<file path="config.mk">
export PLATFORM = sky130hd
export DESIGN_NAME = pc_fetch_ctrl_flat
export DESIGN_NICKNAME = d
export VERILOG_FILES = /design/src/rtl/mips_pkg.sv /design/src/rtl/pc_fetch_ctrl_if.sv /design/src/rtl/pc_fetch_ctrl_next_pc_mux.sv /design/src/rtl/pc_fetch_ctrl.sv /design/src/flat_wrapper.sv
export SDC_FILE = /design/constraint.sdc
export NUM_CORES = 1
export LEC_CHECK = 0
export CAP_MARGIN = 30
export CORE_MARGIN = 5
export CORE_UTILIZATION = 47
export CTS_BUF_LIST = sky130_fd_sc_hd__clkbuf_16
export CTS_CLUSTER_DIAMETER = 150
export DETAILED_ROUTE_END_ITERATION = 12
export PLACE_DENSITY = 0.83
export SYNTH_ARGS = -nofsm -noshare
export SYNTH_HDL_FRONTEND = slang
export SYNTH_HIERARCHICAL = 1
export SYNTH_SLANG_ARGS = --single-unit
</file>
<file path="constraint.sdc">
create_clock -name clk -period 4.8 [get_ports clk]
set_clock_uncertainty 0.1 [all_clocks]
set_input_delay 0.96 -clock clk [delete_from_list [all_inputs] [get_ports clk]]
set_output_delay 0.96 -clock clk [all_outputs]
set_load 0.01 [all_outputs]
</file>
<file path="src/rtl/mips_pkg.sv">
// Shared fetch-stage definitions: datapath width, reset/step defaults, fetch FSM states.
package mips_pkg;

  localparam int unsigned XLEN = 32;
  localparam logic [XLEN-1:0] RESET_PC_DEFAULT = 32'h0000_0000;
  localparam int unsigned PC_STEP_DEFAULT = 4;

  typedef enum logic [1:0] {
    BOOT = 2'd0,
    RUN  = 2'd1,
    HOLD = 2'd2
  } fetch_state_e;

  // Instruction addresses are word aligned; the low two bits are always dropped.
  function automatic logic [XLEN-1:0] align_word(input logic [XLEN-1:0] addr);
    return {addr[XLEN-1:2], 2'b00};
  endfunction

endpackage

</file>
<file path="src/rtl/pc_fetch_ctrl_if.sv">
// Fetch-control bundle: redirect requests from ID/EX and hazard unit in, fetch address out.
interface pc_fetch_ctrl_if;
  import mips_pkg::*;

  logic            stall;
  logic            branch_taken;
  logic [XLEN-1:0] branch_target;
  logic            jump;
  logic [XLEN-1:0] jump_target;
  logic            jr;
  logic [XLEN-1:0] jr_target;
  logic [XLEN-1:0] pc;
  logic [XLEN-1:0] pc_plus4;
  logic            imem_req;
  logic            redirect_hold;
  logic            addr_err;

  modport master (
    output stall, branch_taken, branch_target, jump, jump_target, jr, jr_target,
    input  pc, pc_plus4, imem_req, redirect_hold, addr_err
  );

  modport slave (
    input  stall, branch_taken, branch_target, jump, jump_target, jr, jr_target,
    output pc, pc_plus4, imem_req, redirect_hold, addr_err
  );

endinterface

</file>
<file path="src/rtl/pc_fetch_ctrl_next_pc_mux.sv">
// Redirect target select (jr > jump > branch) with word alignment applied to the winner.
module next_pc_mux
  import mips_pkg::*;
(
  input  logic            i_branch_taken,
  input  logic [XLEN-1:0] i_branch_target,
  input  logic            i_jump,
  input  logic [XLEN-1:0] i_jump_target,
  input  logic            i_jr,
  input  logic [XLEN-1:0] i_jr_target,
  output logic            o_redirect_c,
  output logic [XLEN-1:0] o_target_c,
  output logic            o_jr_misaligned_c
);

  logic [XLEN-1:0] w_raw;

  always_comb begin
    w_raw = i_branch_target;
    if (i_jr)        w_raw = i_jr_target;
    else if (i_jump) w_raw = i_jump_target;
  end

  assign o_redirect_c      = i_jr | i_jump | i_branch_taken;
  assign o_target_c        = align_word(w_raw);
  assign o_jr_misaligned_c = i_jr & (i_jr_target[1:0] != 2'b00);

endmodule

</file>
<file path="src/rtl/pc_fetch_ctrl.sv">
// MIPS fetch-stage PC register and next-PC sequencing with stall-tolerant redirect buffer.
module pc_fetch_ctrl
  import mips_pkg::*;
#(
  parameter logic [XLEN-1:0] RESET_PC = RESET_PC_DEFAULT,
  parameter int unsigned     PC_STEP  = PC_STEP_DEFAULT
) (
  input  logic          clk,
  input  logic          rst,
  pc_fetch_ctrl_if.slave bus
);

  fetch_state_e    r_state, w_state_nxt;
  logic [XLEN-1:0] r_pc, w_pc_nxt;
  logic [XLEN-1:0] r_hold_pc, w_hold_pc_nxt;
  logic            r_redirect_hold, w_redirect_hold_nxt;
  logic            r_addr_err, w_addr_err_nxt;
  logic            r_imem_req;

  logic            w_redirect;
  logic [XLEN-1:0] w_target;
  logic            w_jr_misaligned;
  logic [XLEN-1:0] w_pc_plus4;

  next_pc_mux u_next_pc_mux (
    .i_branch_taken    (bus.branch_taken),
    .i_branch_target   (bus.branch_target),
    .i_jump            (bus.jump),
    .i_jump_target     (bus.jump_target),
    .i_jr              (bus.jr),
    .i_jr_target       (bus.jr_target),
    .o_redirect_c      (w_redirect),
    .o_target_c        (w_target),
    .o_jr_misaligned_c (w_jr_misaligned)
  );

  assign w_pc_plus4 = r_pc + XLEN'(PC_STEP);

  always_ff @(posedge clk) begin
    if (rst) begin
      r_state         <= BOOT;
      r_pc            <= align_word(RESET_PC);
      r_hold_pc       <= '0;
      r_redirect_hold <= 1'b0;
      r_addr_err      <= 1'b0;
      r_imem_req      <= 1'b0;
    end else begin
      r_state         <= w_state_nxt;
      r_pc            <= w_pc_nxt;
      r_hold_pc       <= w_hold_pc_nxt;
      r_redirect_hold <= w_redirect_hold_nxt;
      r_addr_err      <= w_addr_err_nxt;
      r_imem_req      <= (w_state_nxt != BOOT);
    end
  end

  // Next-state and register updates; redirects are accepted only in RUN/HOLD.
  always_comb begin
    w_state_nxt         = r_state;
    w_pc_nxt            = r_pc;
    w_hold_pc_nxt       = r_hold_pc;
    w_redirect_hold_nxt = r_redirect_hold;
    w_addr_err_nxt      = r_addr_err;
    unique case (r_state)
      BOOT: w_state_nxt = RUN;
      RUN: begin
        if (w_jr_misaligned) w_addr_err_nxt = 1'b1;
        if (!bus.stall) begin
          w_pc_nxt = w_redirect ? w_target : w_pc_plus4;
        end else if (w_redirect) begin
          w_hold_pc_nxt       = w_target;
          w_redirect_hold_nxt = 1'b1;
          w_state_nxt         = HOLD;
        end
      end
      HOLD: begin
        if (w_jr_misaligned) w_addr_err_nxt = 1'b1;
        if (bus.stall) begin
          if (w_redirect) w_hold_pc_nxt = w_target;
        end else begin
          // A redirect arriving on the release cycle is younger than the buffered one.
          w_pc_nxt            = w_redirect ? w_target : r_hold_pc;
          w_redirect_hold_nxt = 1'b0;
          w_state_nxt         = RUN;
        end
      end
      default: w_state_nxt = BOOT;
    endcase
  end

  assign bus.pc            = r_pc;
  assign bus.pc_plus4      = w_pc_plus4;
  assign bus.imem_req      = r_imem_req;
  assign bus.redirect_hold = r_redirect_hold;
  assign bus.addr_err      = r_addr_err;

endmodule

</file>
<file path="src/flat_wrapper.sv">
// flat-port wrapper written by rule: the top's interface ports become plain ports
module pc_fetch_ctrl_flat import mips_pkg::*;
#(
  parameter logic [XLEN-1:0] RESET_PC = RESET_PC_DEFAULT,
  parameter int unsigned     PC_STEP  = PC_STEP_DEFAULT
)
  (clk, rst, bus_stall, bus_branch_taken, bus_branch_target, bus_jump, bus_jump_target, bus_jr, bus_jr_target, bus_pc, bus_pc_plus4, bus_imem_req, bus_redirect_hold, bus_addr_err);
  pc_fetch_ctrl_if bus_i ();
  input  logic clk;
  input  logic rst;
  input wire logic [$bits(bus_i.stall)-1:0] bus_stall;
  input wire logic [$bits(bus_i.branch_taken)-1:0] bus_branch_taken;
  input wire logic [$bits(bus_i.branch_target)-1:0] bus_branch_target;
  input wire logic [$bits(bus_i.jump)-1:0] bus_jump;
  input wire logic [$bits(bus_i.jump_target)-1:0] bus_jump_target;
  input wire logic [$bits(bus_i.jr)-1:0] bus_jr;
  input wire logic [$bits(bus_i.jr_target)-1:0] bus_jr_target;
  output wire logic [$bits(bus_i.pc)-1:0] bus_pc;
  output wire logic [$bits(bus_i.pc_plus4)-1:0] bus_pc_plus4;
  output wire logic [$bits(bus_i.imem_req)-1:0] bus_imem_req;
  output wire logic [$bits(bus_i.redirect_hold)-1:0] bus_redirect_hold;
  output wire logic [$bits(bus_i.addr_err)-1:0] bus_addr_err;
  assign bus_i.stall = bus_stall;
  assign bus_i.branch_taken = bus_branch_taken;
  assign bus_i.branch_target = bus_branch_target;
  assign bus_i.jump = bus_jump;
  assign bus_i.jump_target = bus_jump_target;
  assign bus_i.jr = bus_jr;
  assign bus_i.jr_target = bus_jr_target;
  assign bus_pc = bus_i.pc;
  assign bus_pc_plus4 = bus_i.pc_plus4;
  assign bus_imem_req = bus_i.imem_req;
  assign bus_redirect_hold = bus_i.redirect_hold;
  assign bus_addr_err = bus_i.addr_err;
  pc_fetch_ctrl #(.RESET_PC(RESET_PC), .PC_STEP(PC_STEP)) u_core (.clk(clk), .rst(rst), .bus(bus_i));
endmodule
</file>
==> impl_metrics.json <==
{
  "place_area_mm2": 0.00628,
  "timing_hold_violations_final": 0,
  "grtUsageMet2": 0.437,
  "cts_hold_repair.buffers": 0,
  "yosysTopAreaCellShare": 0.290,
  "setup_violations": 0,
  "mostFrequentLayoutCells": "clkdlybuf4s50_1, nand2_1, a21oi_1",
  "die_x_um": 111,
  "crit_fanout": 8,
  "vdd_ir_drop_max_mv": 0.146,
  "required_ns": 3.74,
  "insertion_delay_ns": 0.32,
  "place.port_buffers": 164,
  "post_cts_resize_count": 0,
  "ys_seq_area_frac": 0.290,
  "row_count": 36,
  "r2r_start": "u_core/r_state[0]",
  "synth_flop_cell": "dfxtp_1",
  "hold_depth": 2,
  "min_period_over_period": 0.827,
  "cellLeakagePower_nw": 2.48,
  "vias": 5365,
  "grt_usage": 0.251,
  "yosysTopAreaCell": "dfxtp_1",
  "netlist_area_mm2": 0.00477,
  "cpPeakStageDelay_ns": 0.64,
  "drive_gt1_frac": 0.0492,
  "die_h_um": 111,
  "grt_pass1_wl_um": 25900,
  "period_needed_ns": 3.97,
  "syn_to_final_growth_pct": 36.9,
  "grt_max_degree": 62,
  "ff2ff_setup_slack_ns": 2.12,
  "gp_congestion": 0.907,
  "overflow": 0,
  "cts_tree": "built",
  "final_cells": 906,
  "drt_iter0_markers": 423,
  "cp-start-kind": "flip-flop",
  "hpwl_um": 11400,
  "dp_cells": 892,
  "cts_num_sinks": 69,
  "top_usage_layer": "met2",
  "multi_input_area_mm2": 0.00299,
  "reg2reg_depth": 9,
  "clock.fmax_mhz": 252,
  "ant_nets": 0,
  "powerDensity_mw_per_mm2": 256,
  "cts_made_buffers": 9,
  "ys_types": 66,
  "synth_top_cells_by_area": "dfxtp_1, nand2_1, a21oi_1",
  "antenna_found_initial": 0,
  "avgSynthCellArea_um2": 7.40,
  "htree_levels": 3,
  "path_delay_family": "simple AND/OR/NAND/NOR gates",
  "slew_headroom": 0.383,
  "met1_usage": 0.289,
  "routed_wl_um": 16100,
  "crit_arrival_ns": 2.91,
  "status": "finished clean",
  "post_cts_buffers": 0,
  "post-route-drc-count": 0,
  "grt_use_met3": 0.0682,
  "routedWlPerCell_um": 17.7,
  "cts-root-buf": "clkbuf_16",
  "fillCellCount": 873,
  "antenna_cells": 0,
  "synth_cells": 644,
  "hold_path_startpoint": "u_core/r_hold_pc[18]",
  "r2r-end": "u_core/bus.pc[28]",
  "dieArea_mm2": 0.0123,
  "path_clk_slew_ns": 0.05,
  "first_pass_iters": 5,
  "crit_type": "reg -> out",
  "crit_path_top_delay_cell": "nor4_1",
  "ios": 169,
  "hold_end": "u_core/r_hold_pc[18]",
  "cts_buffer_depth": 2,
  "synth-seq-cells": 69,
  "drv_slew": 0,
  "vias_per_cell": 5.92,
  "final_area_mm2": 0.00652,
  "synth_edf_count": 0,
  "start_util": 0.485,
  "maxCapViolations": 0,
  "cp.buffers_inverters": 1,
  "async_flop_share": 0,
  "core_mm2": 0.00982,
  "seqCellArea_mm2": 0.00138,
  "min_path_type": "reg -> reg",
  "ys_warn_count": 6,
  "cp_cell_sequence": "ha_1 > and3_1 > nand3_2 > nor4_1 > xor2_1 > clkdlybuf4s50_1",
  "fin_util": 0.664,
  "finalNetCount": 878,
  "rsz0062_at_grt": "no",
  "tightest_slew_ns": 0.925,
  "cp-end-kind": "primary output",
  "grt_pass1_vias": 5440,
  "mostFrequentLayoutCell": "clkdlybuf4s50_1",
  "setup_tns_ns": 0
}
registers in the layout (all words and copies together), names as in the netlist:
signal and count:
u_core/bus.addr_err 1, u_core/bus.redirect_hold 1, u_core/r_hold_pc 32, u_core/bus.pc 32
u_core/r_state 2, u_core/bus.imem_req 1
how the worst max path moves through the flow:
stage	start	to	slack (ns)	cells after the start
floorplan	bus_jump	u_core/bus.pc[30]	1.98	9
global placement	u_core/bus.pc[2]	bus_pc_plus4[30]	1.19	6
detailed placement	u_core/bus.pc[2]	bus_pc_plus4[30]	1.16	6
CTS	u_core/bus.pc[2]	bus_pc_plus4[30]	0.80	6
global route	u_core/bus.pc[2]	bus_pc_plus4[30]	0.72	6
finish	u_core/bus.pc[2]	bus_pc_plus4[30]	0.83	6
worst register-to-register path, stage by stage, from the launching register on:
cell     delay (ns)
dfxtp_1        0.36
inv_1          0.11
ha_1           0.57
buf_4          0.45
nor2_1         0.10
nor2_1         0.10
buf_4          0.31
nor2_1         0.17
a21oi_1        0.19
o22ai_1        0.10
cell usage after synthesis, types with 3 or more instances:
master and count:
a21oi_1 80, buf_2 8, o311ai_0 5, ha_1 6, xnor2_1 19, nor4_1 4, nand4_1 8, xor2_1 9
nand3_1 16, clkbuf_8 3, o31a_1 12, o22ai_1 5, o32ai_1 8, buf_4 6, nand2_1 120, o21ai_1 29
and3_1 25, nor3_1 8, mux2i_1 34, dfxtp_1 69, and4_1 3, nand2b_1 9, nor2_1 34, buf_12 3
inv_1 13, clkbuf_1 33, o21ai_0 20
through the flow:
step           total power [mW]  setup slack, ns  hold WS [ns]
6_report                   1.67            0.830         0.352
5_1_grt                    1.74            0.720         0.368
4_1_cts                    1.67            0.797         0.353
3_5_place_dp               1.11             1.16         0.346
3_3_place_gp               1.09             1.19         0.337
2_1_floorplan             0.902             1.98         0.332
cells by family (layout without fill, tap and decap cells):
kind of cell,Yosys count,in the layout,synth area share
and+or+nand+nor,249,249,0.254
other,1,2,0.000787
AOI/OAI and AO/OA,185,185,0.233
muxes,34,34,0.0714
adders and majority gates,6,6,0.0157
DFF,69,69,0.290
buffers and inverters,72,200,0.0845
xor gates and xnor gates,28,28,0.0514
metal layers:
| layer | routed length, µm | vias up |
|---|---|---|
| met5 | 0 | - |
| met4 | 517 | 0 |
| met3 | 1440 | 45 |
| met2 | 7860 | 311 |
| met1 | 6260 | 2489 |
| li1 | - | 2520 |
final cells by class:
| class | instances | area share |
|---|---|---|
| multi-input combinational | 504 | 0.458 |
| timing repair buffer | 173 | 0.260 |
| sequential | 69 | 0.212 |
| clock buffer | 9 | 0.0345 |
| tap | 133 | 0.0255 |
| inverter | 13 | 0.00748 |
| clock inverter | 5 | 0.00326 |
power breakdown:
part           switching [mW]  internal (mW)  leakage (nW)
combinational           0.215          0.229          1.79
clock                   0.227          0.336         0.127
sequential             0.0479          0.613         0.562
total                   0.490           1.18          2.48
No activity file was read; power rests on OpenSTA's default activity.
